`config.mk`:
```
export PLATFORM = sky130hd
export DESIGN_NAME = modet_frame_ctrl
export DESIGN_NICKNAME = d
export VERILOG_FILES = /design/src/rtl/modet_frame_ctrl.sv
export SDC_FILE = /design/constraint.sdc
export NUM_CORES = 1
export LEC_CHECK = 0
export ABC_CLOCK_PERIOD_IN_PS = 4900
export BUFFER_PORTS_ARGS = -buffer_cell sky130_fd_sc_hd__buf_4
export CORE_UTILIZATION = 52
export DETAILED_ROUTE_END_ITERATION = 8
export PLACE_DENSITY = 0.86
export SLEW_MARGIN = 20
export SYNTH_ARGS = -nofsm -noshare
export SYNTH_HDL_FRONTEND = slang
export SYNTH_SLANG_ARGS = --single-unit
```
`constraint.sdc`:
```
create_clock -name clock -period 4.9 [get_ports clock]
set_input_delay 0.735 -clock clock [delete_from_list [all_inputs] [get_ports clock]]
set_output_delay 0.735 -clock clock [all_outputs]
set_load 0.1 [all_outputs]
```
`src/rtl/modet_frame_ctrl.sv`:
```
// ---------------------------------------------------------------------------
// modet_frame_ctrl
//
// Frame sequencer for the motion-detect pipeline.
//
// After a start request it fans each pixel from the frame input FIFO out to
// the grayscale FIFO and the highlight FIFO. A pixel moves only when the
// source has data and both destination FIFOs have room. Once all NPIX pixels
// have been sent, the block waits until the final output FIFO has seen NPIX
// writes. It then pulses done and returns to idle.
//
// Optional feature (compile macro MODET_CTRL_WDOG_EN):
//   This adds a drain watchdog. If the drain phase runs for WDOG_CYCLES
//   consecutive cycles with no output write, the frame is aborted. err is
//   then set, and it stays set until the next start. When the macro is not
//   defined, err is tied low and the drain phase waits indefinitely.
//
// Parameters:
//   WIDTH, HEIGHT  frame geometry (pixels per line, lines per frame)
//   WDOG_CYCLES    idle-cycle limit for the drain watchdog
//
// Ports:
//   clock       sole clock, rising edge
//   reset       asynchronous active-low reset
//   start       one-cycle frame request (honoured only in IDLE)
//   src_empty   frame input FIFO empty
//   src_dout    frame input FIFO head pixel (first-word-fall-through)
//   gs_full     grayscale FIFO full
//   hl_full     highlight FIFO full
//   out_we_mon  monitor of the final output FIFO write enable
//   src_re      frame input FIFO read enable
//   gs_we       grayscale FIFO write enable
//   gs_din      grayscale FIFO data (same as src_dout)
//   hl_we       highlight FIFO write enable
//   hl_din      highlight FIFO data (same as src_dout)
//   busy        high while in FEED or DRAIN
//   done        one-cycle end-of-frame pulse
//   err         watchdog abort flag
//   in_cnt      pixels fanned out this frame
//   out_cnt     output writes counted this frame (saturates at NPIX)
// ---------------------------------------------------------------------------
module modet_frame_ctrl #(
    parameter int WIDTH       = 768,
    parameter int HEIGHT      = 576,
    parameter int WDOG_CYCLES = 4096,
    localparam int NPIX       = WIDTH * HEIGHT,
    localparam int CNT_W      = $clog2(NPIX + 1)
) (
    input  logic             clock,
    input  logic             reset,
    input  logic             start,
    input  logic             src_empty,
    input  logic [23:0]      src_dout,
    input  logic             gs_full,
    input  logic             hl_full,
    input  logic             out_we_mon,
    output logic             src_re,
    output logic             gs_we,
    output logic [23:0]      gs_din,
    output logic             hl_we,
    output logic [23:0]      hl_din,
    output logic             busy,
    output logic             done,
    output logic             err,
    output logic [CNT_W-1:0] in_cnt,
    output logic [CNT_W-1:0] out_cnt
);

    typedef enum logic [1:0] {
        IDLE  = 2'd0,
        FEED  = 2'd1,
        DRAIN = 2'd2,
        DONE  = 2'd3
    } state_t;

    localparam logic [CNT_W-1:0] NPIX_C      = CNT_W'(NPIX);
    localparam logic [CNT_W-1:0] NPIX_LAST_C = CNT_W'(NPIX - 1);

    state_t           state_r;
    state_t           next_state_s;
    logic [CNT_W-1:0] in_cnt_r;
    logic [CNT_W-1:0] out_cnt_r;
    logic [CNT_W-1:0] out_cnt_nxt_s;
    logic             busy_r;
    logic             done_r;
    logic             xfer_s;
    logic             frame_start_s;
    logic             wdog_trip_s;

    // The three enables are tied to one term, so no FIFO is ever written alone.
    // reset is included so the enables drop together with the reset pin.
    assign xfer_s        = reset && (state_r == FEED) && !src_empty && !gs_full && !hl_full;
    assign frame_start_s = (state_r == IDLE) && start;

    assign src_re = xfer_s;
    assign gs_we  = xfer_s;
    assign hl_we  = xfer_s;
    assign gs_din = src_dout;
    assign hl_din = src_dout;

    assign busy    = busy_r;
    assign done    = done_r;
    assign in_cnt  = in_cnt_r;
    assign out_cnt = out_cnt_r;

    // Next output count: counts monitor pulses only while a frame is active, saturating at NPIX
    always_comb begin
        out_cnt_nxt_s = out_cnt_r;
        if (((state_r == FEED) || (state_r == DRAIN)) && out_we_mon && (out_cnt_r != NPIX_C)) begin
            out_cnt_nxt_s = out_cnt_r + CNT_W'(1);
        end else begin
            out_cnt_nxt_s = out_cnt_r;
        end
    end

    // Next-state logic. DRAIN looks at the next count, so DONE follows the final increment directly
    always_comb begin
        next_state_s = state_r;
        case (state_r)
            IDLE: begin
                if (start) next_state_s = FEED;
                else       next_state_s = IDLE;
            end
            FEED: begin
                if (xfer_s && (in_cnt_r == NPIX_LAST_C)) next_state_s = DRAIN;
                else                                     next_state_s = FEED;
            end
            DRAIN: begin
                if (wdog_trip_s)                   next_state_s = DONE;
                else if (out_cnt_nxt_s == NPIX_C)  next_state_s = DONE;
                else                               next_state_s = DRAIN;
            end
            DONE:    next_state_s = IDLE;
            default: next_state_s = IDLE;
        endcase
    end

    // State register plus registered busy/done decoded from the next state, so they line up with state_r
    always_ff @(posedge clock or negedge reset) begin
        if (!reset) begin
            state_r <= IDLE;
            busy_r  <= 1'b0;
            done_r  <= 1'b0;
        end else begin
            state_r <= next_state_s;
            busy_r  <= (next_state_s == FEED) || (next_state_s == DRAIN);
            done_r  <= (next_state_s == DONE);
        end
    end

    // Frame counters: cleared when a frame starts, otherwise holding their final values in IDLE
    always_ff @(posedge clock or negedge reset) begin
        if (!reset) begin
            in_cnt_r  <= '0;
            out_cnt_r <= '0;
        end else if (frame_start_s) begin
            in_cnt_r  <= '0;
            out_cnt_r <= '0;
        end else begin
            if (xfer_s) in_cnt_r <= in_cnt_r + CNT_W'(1);
            else        in_cnt_r <= in_cnt_r;
            out_cnt_r <= out_cnt_nxt_s;
        end
    end

`ifdef MODET_CTRL_WDOG_EN
    localparam int WDOG_W = $clog2(WDOG_CYCLES + 1);

    logic [WDOG_W-1:0] wdog_cnt_r;
    logic              err_r;

    // The watchdog trips on the last silent cycle, so DONE follows exactly WDOG_CYCLES quiet DRAIN cycles
    assign wdog_trip_s = (state_r == DRAIN) && !out_we_mon &&
                         (wdog_cnt_r == WDOG_W'(WDOG_CYCLES - 1));
    assign err = err_r;

    // Watchdog counter: counts consecutive DRAIN cycles without an output write
    always_ff @(posedge clock or negedge reset) begin
        if (!reset) begin
            wdog_cnt_r <= '0;
        end else if ((state_r != DRAIN) || out_we_mon) begin
            wdog_cnt_r <= '0;
        end else if (wdog_cnt_r != WDOG_W'(WDOG_CYCLES)) begin
            wdog_cnt_r <= wdog_cnt_r + WDOG_W'(1);
        end else begin
            wdog_cnt_r <= wdog_cnt_r;
        end
    end

    // Sticky abort flag, cleared only when the next frame starts
    always_ff @(posedge clock or negedge reset) begin
        if (!reset) begin
            err_r <= 1'b0;
        end else if (frame_start_s) begin
            err_r <= 1'b0;
        end else if (wdog_trip_s) begin
            err_r <= 1'b1;
        end else begin
            err_r <= err_r;
        end
    end
`else
    assign wdog_trip_s = 1'b0;
    assign err         = 1'b0;
`endif

endmodule

```
### Word-level counts from Yosys, hierarchy flattened

Index checks and enable logic that the tools add are counted.

| cells by class | value |
|---|---|
| $add $sub $neg | 2 |
| equal/unequal tests | 9 |
| muxes and demuxes | 8 |
| reduce and logical (&&, ||, !) cells | 15 |

Operators by type and width:

| kind | number |
|---|---|
| two-way mux 19 bit | 4 |
| adder 19 x 1 -> 19 bit (second input constant) | 2 |
| equality test 19 bit (second input constant) | 2 |
| inequality test 19 bit (second input constant) | 1 |
| equality test 2 bit (second input constant) | 4 |
| logical AND 1 bit | 8 |
| case mux 2 bit (4 select lines) | 1 |
| equality test 2 x 1 -> 1 bit (second input constant) | 2 |
| zero test 1 bit | 3 |
| zero test 2 bit | 1 |
| logical OR 1 bit | 2 |
| two-way mux 1 bit | 2 |
| two-way mux 2 bit | 1 |
| nonzero test 2 bit | 1 |

| word-level totals | value |
|---|---|
| flip-flop bits (word level) | 42 |
| output and inout port bits | 92 |

### Longest topological paths before layout

Gate-level depths: netlist of run 1.

| logic depth | value |
|---|---|
| depth after elaboration | 10 |
| gate-level depth with buffers | 9 |
| mapped depth without buffers | 9 |

### Worst setup path after synthesis of run 1

Ideal clock, no wire load.

| timing | value |
|---|---|
| kind | in2out |
| start | input port src_empty |
| end | output port hl_we |
| arrival time | 3.166 ns |
| required time | 4.165 ns |
| setup slack | 0.999 ns |
| stages on the path | 3 |
| cells stage by stage | or3_4 -> nor2_1 -> buf_4 |

| between the ends | value |
|---|---|
| word-level cells in the longest chain between the ends | 4 |

RTL lines:

| what | RTL line | RTL |
|---|---|---|
| start, declared | 52 | `input logic src_empty,` |
| zero test 1 bit | 92 | `assign xfer_s = reset && (state_r == FEED) && !src_empty && !gs_full && !hl_full;` |
| logical AND 1 bit (3 in series) | 92 |  |
| end, declared | 60 | `output logic hl_we,` |

Every way passes these cells.

### Worst setup path after layout of run 1

| timing | value |
|---|---|
| start | input port reset |
| end | output port src_re |

| between the ends | value |
|---|---|
| word-level cells in the longest chain between the ends | 4 |

RTL lines:

| what | RTL line | RTL |
|---|---|---|
| start, declared | 50 | `input logic reset,` |
| logical AND 1 bit (4 in series) | 92 |  |
| end, declared | 57 | `output logic src_re,` |

Every way passes these cells.

==> results of run 1 <==
[metal layers]
| layer | wire, um | up-vias | GRT usage, % |
|---|---|---|---|
| li1 | - | 1019 | - |
| met4 | 55 | 0 | 3.846 |
| met5 | 0 | - | 0 |
| met1 | 2458 | 1020 | 27.89 |
| met2 | 2648 | 84 | 33.91 |
| met3 | 404 | 13 | 5.509 |
[worst max-delay path: stages]
cell     delay, ps
buf_4          430
nand2_1        210
nor2_1         470
buf_4          390
[metrics by stage]
step	setup WS (ps)	hold slack, ps	std cells
after floorplan	999.4	439.4	321
after global placement	1903	539.2	382
after detailed placement	1793	577.5	382
after CTS	1865	440.3	390
after global routing	1723	452.1	390
final	1913	410.9	390
[state kept, by name, summed over array words and instances, names as in the netlist]
| signal | flops |
|---|---|
| busy | 1 |
| out_cnt | 19 |
| state_r | 2 |
| done | 1 |
| in_cnt | 19 |
[cells in the final DEF, fill, tap and decap left out, types with 2 or more instances in the layout]
master,synthesis,routed
nand2_1,22,22
nor4_1,2,2
and3_1,3,3
dfrtp_1,42,42
o21ai_0,7,7
ha_1,8,8
and2_1,3,3
nand4_2,2,2
and4_1,2,2
buf_4,51,50
nor4_2,3,3
a21oi_1,8,8
a31oi_1,3,3
nor4_4,2,2
inv_1,13,13
nor3_1,12,12
clkbuf_8,0,8
a31o_1,2,2
nand3_1,15,15
xnor2_1,23,23
nor2_1,47,47
nand4b_1,2,2
nand4_1,10,10
xor2_1,15,15
or3_1,6,6
[layout make-up]
| type | count | area (um2) | share of cell area (%) |
|---|---|---|---|
| tap | 70 | 87.58 | 2.925 |
| timing repair buffer | 50 | 375.4 | 12.54 |
| multi-input combinational | 207 | 1321 | 44.13 |
| sequential | 42 | 1051 | 35.10 |
| inverter | 13 | 48.80 | 1.630 |
| clock buffer | 8 | 110.1 | 3.677 |
[cells by family (layout without fill, tap and decap cells)]
| kind of cell | count (synthesis) | in the layout | synth area share [%] |
|---|---|---|---|
| other cells | 1 | 1 | 0.1316 |
| fa+ha+maj | 8 | 8 | 3.512 |
| mux | 1 | 1 | 0.3512 |
| flops | 42 | 42 | 36.87 |
| xor+xnor | 38 | 38 | 11.68 |
| compound gates | 24 | 24 | 5.312 |
| buf+inv | 72 | 71 | 16.77 |
| simple gates | 135 | 135 | 25.37 |
[power by group]
group / total, uW / internal, uW / leakage (uW) / switching, uW
Combinational: 293 / 77.2 / 0.000744 / 215
Sequential: 384 / 364 / 0.000582 / 20.4
Clock: 263 / 142 / 0.0000575 / 121
Total: 940 / 583 / 0.00138 / 357
[final timing paths]
path | start | slack [ps] | cells after the start | end
worst max-delay path | reset | 1910 | 4 | src_re
worst min-delay path | reset | 410 | 1 | in_cnt[3]
worst max register to register | state_r[0] | 2160 | 8 | busy
worst min register to register | in_cnt[1] | 590 | 2 | in_cnt[1]
max in group asynchronous | reset | 4120 | 1 | out_cnt[1]
min in group clock | in_cnt[1] | 590 | 2 | in_cnt[1]
==> reports/results.txt, run 1 <==
status: complete, no violations
cell with the most instances after synthesis: buf_4
layout filler cell count: 472
Worst Hold Class: input port to asynchronous set/reset pin
power density over the cells: 314.0 nW/um2
clk root buf: clkbuf_8
full die area: 5781 um2
max-cap check violation count: 0
GRT overflow: 0
Slew @ Worst Pin: 591.8 ps
fin util: 57.52%
Max Clock Skew: 7.989 ps
row count: 26
Seq/Total Area, Yosys: 36.87%
fmax: 334.8 MHz
post-route DRC violation count: 0
CTS tree: built
Via Count: 2136
Core ar.: 5205 um2
Die W: 76.04 um
Die Ht: 76.04 um
overall routing resource usage: 20.74%
CP required: 4160 ps
clock latency on the worst-skew pair: 300 ps
Mapped Area: 2850 um2
Final TNS setup: 0 ps
drt wl/cell: 14.27 um
largest net degree at the start of global routing: 44
clk sink count: 42
Worst EP arrival: 2250 ps
Final setup viols: 0
Ys Warns: 0
Post-Syn Area per Cell: 8.879 um2
drt pass-1 iters: 5
synth top area cells: dfrtp_1, buf_4, xnor2_1
drt total wl: 5565 um
P_leak: 0.001383 uW
# port buffers: 49
vias in the first global route: 2045
Final min period: 2987 ps
PnR Total Power: 940.3 uW
initial antenna violation count: 0
Mapped Nets: 360
share of the synthesized area in the top cell type: 36.87%
cell count after synthesis: 321
Slew HR: 60.18%
Yosys top cell by area: dfrtp_1
Peak supply drop: 0.0002250 V
Setup crit end kind: output pin
cts hold-fix bufs: 0
Final nets: 358
effective utilization at floorplan: 54.76%
detailed placement HPWL: 4050 um
Slew Viols, Final: 0
ANT nets after route: 0
post-DR vias/cell: 5.477
# IOs: 123
most common flop cell mapped by yosys: dfrtp_1
ys async rst share: 100.0%
Area Growth Syn to Fin: 5.048%
CTS Buffer Depth: 2
first-pass GRT wire length: 9777 um
H-tree Lvls: 2
Antenna Cells: 0
EDFF count, synth: 0
# Post-CTS Setup Buffers: 0
cts bufs inserted: 5
CTS resizes: 0
Synth top cells by count: buf_4, nor2_1, dfrtp_1
GP Congestion: 0.8570
Area after DPL: 2884 um2
Crit Path Class: input port to output pin
layout cells sized above 1: 21.25%
clock-pin slew on the worst setup and hold paths: 80 ps
Iter 0 DRT Violations: 126
worst-path maximum fanout: 43
Worst setup SP type: input port
RSZ-0062 raised after global routing: false
final instance area: 2994 um2
final hold vios: 0
Synth cell types: 38
synthesis-stage register bit count: 42
crit share post-route: 60.96%
Note: power is estimated with default switching activity, not from simulation.
==> inputs of run 2 (changes only) <==
--- a/config.mk
+++ b/config.mk
@@ -5,11 +5,11 @@
 export SDC_FILE = /design/constraint.sdc
 export NUM_CORES = 1
 export LEC_CHECK = 0
-export ABC_CLOCK_PERIOD_IN_PS = 4900
+export ABC_CLOCK_PERIOD_IN_PS = 2500
 export BUFFER_PORTS_ARGS = -buffer_cell sky130_fd_sc_hd__buf_4
-export CORE_UTILIZATION = 52
+export CORE_UTILIZATION = 44
 export DETAILED_ROUTE_END_ITERATION = 8
-export PLACE_DENSITY = 0.86
+export PLACE_DENSITY = 0.78
 export SLEW_MARGIN = 20
 export SYNTH_ARGS = -nofsm -noshare
 export SYNTH_HDL_FRONTEND = slang
==> constraint.sdc (replaced) <==
create_clock -name clock -period 2.5 [get_ports clock]
set_input_delay 0.375 -clock clock [delete_from_list [all_inputs] [get_ports clock]]
set_output_delay 0.375 -clock clock [all_outputs]
set_load 0.1 [all_outputs]
==> run 2 against run 1 <==
Against the previous run: global-route usage fell by 2.5 points; critical path depth rose by 5; worst hold slack got worse by 260 ps; first-iteration DRC count fell by 33%; die area rose by 18%; sequential power rose by 96%.
==> reports/results.txt, run 2 (synthesis gave the netlist of run 1 again) <==
hold slack: 150.8 ps (-260.1 ps)
Critical path origin: out_cnt[0]
sw power: 731.0 uW (+100%)
drt pass-1 iters: 4 (-1)
Worst EP arrival: 2620 ps (+370 ps)
overall routing resource usage: 18.24% (-2.5 points)
GRT overflow: 0 (unchanged)
Core ar.: 6096 um2 (+17%)
CP required: 2680 ps (-1480 ps)
CTS tree: built
# port buffers: 49 (unchanged)
fmax: 409.7 MHz
# IOs: 123 (unchanged)
drt wl/cell: 14.57 um (+2.1%)
Slew @ Worst Pin: 540.3 ps (-51.54 ps)
cts hold-fix bufs: 0 (unchanged)
clock-pin slew on the worst setup and hold paths: 80 ps (about the same)
Seq pwr share: 38.6% (-2.3 points)
Via Count: 2191 (+2.6%)
Sw Ratio: 37.45% (-0.50 points)
clock latency on the worst-skew pair: 300 ps (about the same)
worst-path maximum fanout: 4 (-91%)
first-pass GRT wire length: 9356 um (-4.3%)
Crit Path Class: flop to flop
Reg2Reg Launch Point: out_cnt[0]
Peak supply drop: 0.0005052 V (+120%)
Final TNS setup: 0 ps (unchanged)
Non-Filler Instances: 409 (+4.9%)
Iter 0 DRT Violations: 85 (-33%)
Final nets: 372 (+3.9%)
final worst slack: 59.13 ps (-1854 ps)
post-route DRC violation count: 0 (unchanged)
PnR Total Power: 1952 uW (+110%)
max-cap check violation count: 0 (unchanged)
dpl ws: 14.47 ps (-1779 ps)
Final setup viols: 0 (unchanged)
commonest non-fill, non-tap cells in the layout: buf_4, nor2_1, xnor2_1
cts bufs inserted: 5 (unchanged)
post-DR vias/cell: 5.357 (-2.2%)
clk root buf: clkbuf_8
Slew HR: 63.98% (+3.8 points)
Setup crit end kind: flop
detailed placement HPWL: 4328 um (+6.9%)
placed cell count: 398 (+4.2%)
Int Power: 1221 uW (+110%)
effective utilization at floorplan: 46.76% (-8.0 points)
Area Growth Syn to Fin: 12.38%
commonest non-fill, non-tap cell in the layout: buf_4
status: complete, no violations
initial antenna violation count: 0 (unchanged)
GP Congestion: 0.9053 (+5.6%)
final hold vios: 0 (unchanged)
Gate power share: 33.7% (+2.6 points)
Worst setup SP type: flop
power density over the cells: 609.5 nW/um2 (+94%)
Final min period: 2441 ps
clock share of power: 27.6% (-0.4 points)
CTS Buffer Depth: 2 (unchanged)
ANT nets after route: 0 (unchanged)
layout cells sized above 1: 33.23% (+12 points)
Die W: 82.49 um (+8.5%)
P_leak: 0.001417 uW (+2.5%)
Max Clock Skew: 8.896 ps (+0.9071 ps)
vias in the first global route: 2106 (+3.0%)
H-tree Lvls: 2 (unchanged)
largest net degree at the start of global routing: 43 (-2.3%)
Die Ht: 82.49 um (+8.5%)
Antenna Cells: 0 (unchanged)
row count: 28 (+7.7%)
drt total wl: 5960 um (+7.1%)
clk sink count: 42 (unchanged)
crit share post-route: 97.63%
Worst Hold Class: input port to asynchronous set/reset pin
full die area: 6804 um2 (+18%)
Slew Viols, Final: 0 (unchanged)
[run 2: cell count changes in the layout (fill, tap and decap cells not counted), sizes merged]
cell / delta
buf: +14
bufinv: +1
clkinvlp: +1
clkbuf: -2
[run 2: final timing paths]
path,end,slack (ps),cells past startpoint
max reg2reg,busy,60,9
max in group asynchronous,out_cnt[0],1940,2
max,busy,60,9
min,in_cnt[2],150,2
min reg2reg,in_cnt[3],580,2
min in group clock,state_r[0],430,4
[run 2: area by class of cell]
type,count,area (um2)
Inverter,13,51.30
Clock inverter,2,37.54
Sequential cell,42,1085
Clock buffer,6,72.57
Timing Repair Buffer,64,480.5
Multi-Input combinational cell,207,1383
Tap cell,75,93.84
Fill cell,564,2893
[run 2: worst max-delay path, cell delays in order, from the launching register on]
cell	delay [ps]
dfrtp_4	510
inv_4	70
ha_1	130
nor4b_4	170
nand4_1	130
o211a_4	260
or3_1	320
a211oi_2	300
a31o_1	190
ha_1	230
[run 2: layer usage]
layer / up-vias / GRT usage [%] / share of wire, %
li1: 1051 / - / -
met1: 1051 / 20.81 / 42
met2: 73 / 31.98 / 50
met3: 16 / 4.505 / 6.6
met4: 0 / 8.246 / 1.3
met5: - / 0 / 0
[run 2: power groups by stage]
stage | Sequential (uW) | Combinational, uW | Clock (uW)
after floorplan | 956 | 624 | 0
after global routing | 762 | 708 | 580
final | 754 | 658 | 539
after detailed placement | 765 | 608 | 0
after global placement | 763 | 596 | 0
after CTS | 751 | 612 | 556
[run 2: per-stage QoR]
| step | util [%] | cell area, um2 |
|---|---|---|
| 2_1_floorplan | - | 2892 |
| 3_3_place_gp | 49.45 | 3014 |
| 3_5_place_dp | 49.45 | 3014 |
| 4_1_cts | 51.35 | 3131 |
| 5_1_grt | 52.55 | 3203 |
| 6_report | 52.55 | 3203 |
[run 2: what timing repair did]
item	CTS	global route
buffers inserted	0	3
resized for setup	1	9
pin swaps	0	4
setup endpoints to repair	1	2
==> inputs of run 3 (changes only) <==
--- a/config.mk
+++ b/config.mk
@@ -7,6 +7,7 @@
 export LEC_CHECK = 0
 export ABC_CLOCK_PERIOD_IN_PS = 2500
 export BUFFER_PORTS_ARGS = -buffer_cell sky130_fd_sc_hd__buf_4
+export CORE_MARGIN = 4
 export CORE_UTILIZATION = 44
 export DETAILED_ROUTE_END_ITERATION = 8
 export PLACE_DENSITY = 0.78
==> run 3 against run 2 <==
Against the previous run: count of clock-buffer cells in the layout is 1 higher; critical path type unchanged; wire length is 3.4% higher; worst hold slack hardly changed; utilization is 1.6 points lower; flip-flop and latch count stayed put; total power is 0.73% higher; die area is 15% higher; register-to-register slack better by 50 ps; cell area is 0.47% higher.
==> reports/results.txt, run 3 (synthesis gave the netlist of run 1 again) <==
status: complete, no violations
hold slack: 150.4 ps (-0.3500 ps)
layout filler cell count: 596 (+5.7%)
Sequential Area: 1085 um2 (unchanged)
Worst setup SP type: flop
Iter 0 DRT Violations: 62 (-27%)
Via Count: 2205 (+0.64%)
Peak supply drop: 0.0005694 V (+13%)
row count: 29 (+3.6%)
Seq pwr share: 38.5% (about the same)
full die area: 7830 um2 (+15%)
clk root buf: clkbuf_8
Area Growth Syn to Fin: 12.91%
Antenna Cells: 0 (unchanged)
max-cap check violation count: 0 (unchanged)
Slew @ Worst Pin: 526.6 ps (-13.65 ps)
CTS Buffer Depth: 2 (unchanged)
post-DR vias/cell: 5.365 (+0.15%)
sw power: 723.0 uW (-1.1%)
power density over the cells: 611.1 nW/um2 (+0.26%)
Final setup viols: 0 (unchanged)
clk sink count: 42 (unchanged)
detailed placement HPWL: 4534 um (+4.8%)
GRT overflow: 0 (unchanged)
largest net degree at the start of global routing: 43 (unchanged)
drt total wl: 6165 um (+3.4%)
clock latency on the worst-skew pair: 300 ps (about the same)
Final nets: 372 (unchanged)
vias in the first global route: 2174 (+3.2%)
commonest non-fill, non-tap cells in the layout: buf_4, nor2_1, nand2_1, xnor2_1, dfrtp_1
cts bufs inserted: 5 (unchanged)
drt wl/cell: 15.00 um (+2.9%)
Die Ht: 88.49 um (+7.3%)
Core ar.: 6314 um2 (+3.6%)
fin util: 50.97% (-1.6 points)
clock share of power: 28.2% (+0.6 points)
Final min period: 2394 ps (-47.22 ps)
Slew HR: 64.89% (+0.91 points)
Int Power: 1244 uW (+1.8%)
H-tree Lvls: 2 (unchanged)
P_leak: 0.001423 uW (+0.40%)
layout cells sized above 1: 33.83% (+0.60 points)
commonest non-fill, non-tap cell in the layout: buf_4
first-pass GRT wire length: 10060 um (+7.5%)
drt pass-1 iters: 4 (unchanged)
clock-pin slew on the worst setup and hold paths: 80 ps (about the same)
fmax: 417.8 MHz (+2.0%)
Non-Filler Instances: 411 (+0.49%)
crit share post-route: 95.75% (-1.9 points)
Gate power share: 33.3% (-0.4 points)
Slew Viols, Final: 0 (unchanged)
worst-path maximum fanout: 5 (+1)
effective utilization at floorplan: 45.14% (-1.6 points)
CTS tree: built
final hold vios: 0 (unchanged)
Worst Hold Class: input port to asynchronous set/reset pin
Max Clock Skew: 11.85 ps (+2.950 ps)
final instance area: 3218 um2 (+0.47%)
initial antenna violation count: 0 (unchanged)
Crit Path Class: flop to flop
Sw Ratio: 36.77% (-0.68 points)
cts hold-fix bufs: 0 (unchanged)
post-route DRC violation count: 0 (unchanged)
Worst EP arrival: 2580 ps (-40 ps)
Die W: 88.49 um (+7.3%)
# port buffers: 49 (unchanged)
# IOs: 123 (unchanged)
overall routing resource usage: 16.46% (-1.8 points)
Area after DPL: 3009 um2 (-0.17%)
multi-input combinational cell area: 1391 um2 (+0.63%)
CP required: 2690 ps (about the same)
GP Congestion: 0.9199 (+1.6%)
placed cell count: 399 (+0.25%)
Setup crit end kind: flop
Final TNS setup: 0 ps (unchanged)
RSZ-0062 raised after global routing: true
ANT nets after route: 0 (unchanged)
==> run 3: path summary, 6_finish.rpt <==
kind / startpoint / endpoint / slack, ps / depth (start not counted)
max in group asynchronous: reset / out_cnt[0] / 1930 / 2
setup / recovery: state_r[0] / busy / 110 / 9
min in group clock: start / state_r[0] / 470 / 4
setup reg to reg: state_r[0] / busy / 110 / 9
hold / removal: reset / in_cnt[3] / 150 / 2
hold reg to reg: in_cnt[10] / in_cnt[10] / 580 / 2
==> run 3: final cells by class <==
type | count | area share, %
Clock buffer | 7 | 2.683
Clock inverter | 1 | 0.9331
Inverter | 13 | 1.516
Multi-Input combinational cell | 207 | 43.23
Sequential cell | 42 | 33.71
Tap cell | 77 | 2.994
Timing Repair Buffer | 64 | 14.93
==> run 3: critical path: stages (launching register included) <==
cell     delay (ps)
dfrtp_1         380
inv_2            70
ha_4            290
nand4_1         280
nor3_2          290
xnor2_1         180
nand2_1         130
nor4_4          280
a31o_1          180
ha_1            210
==> run 3: timing repair <==
action | 4_1_cts | 5_1_grt
pin swaps | 0 | 8
endpoints found under the setup margin | 1 | 2
setup buffers | 0 | 4
resized for setup | 1 | 10
==> run 3: layer usage <==
layer | track usage, % | share of wire (%) | up-vias
li1 | - | - | 1051
met1 | 20.60 | 39 | 1066
met2 | 27.94 | 51 | 78
met3 | 4.469 | 8.5 | 10
met4 | 4.670 | 0.92 | 0
met5 | 0 | 0 | -
==> run 3: metrics by stage <==
stage | total power (uW) | setup WS [ps]
5_1_grt | 2070 | -54.33
6_report | 1967 | 106.3
4_1_cts | 1943 | 21.03
3_3_place_gp | 1361 | 62.35
3_5_place_dp | 1377 | -16.51
2_1_floorplan | 1580 | 8.643
==> run 3: power by group through the flow <==
| stage | clock, uW | combinational (uW) | sequential (uW) |
|---|---|---|---|
| after CTS | 573 | 614 | 756 |
| after global routing | 601 | 706 | 763 |
| final | 555 | 654 | 757 |
| after detailed placement | 0 | 607 | 770 |
| after global placement | 0 | 595 | 766 |
| after floorplan | 0 | 624 | 956 |
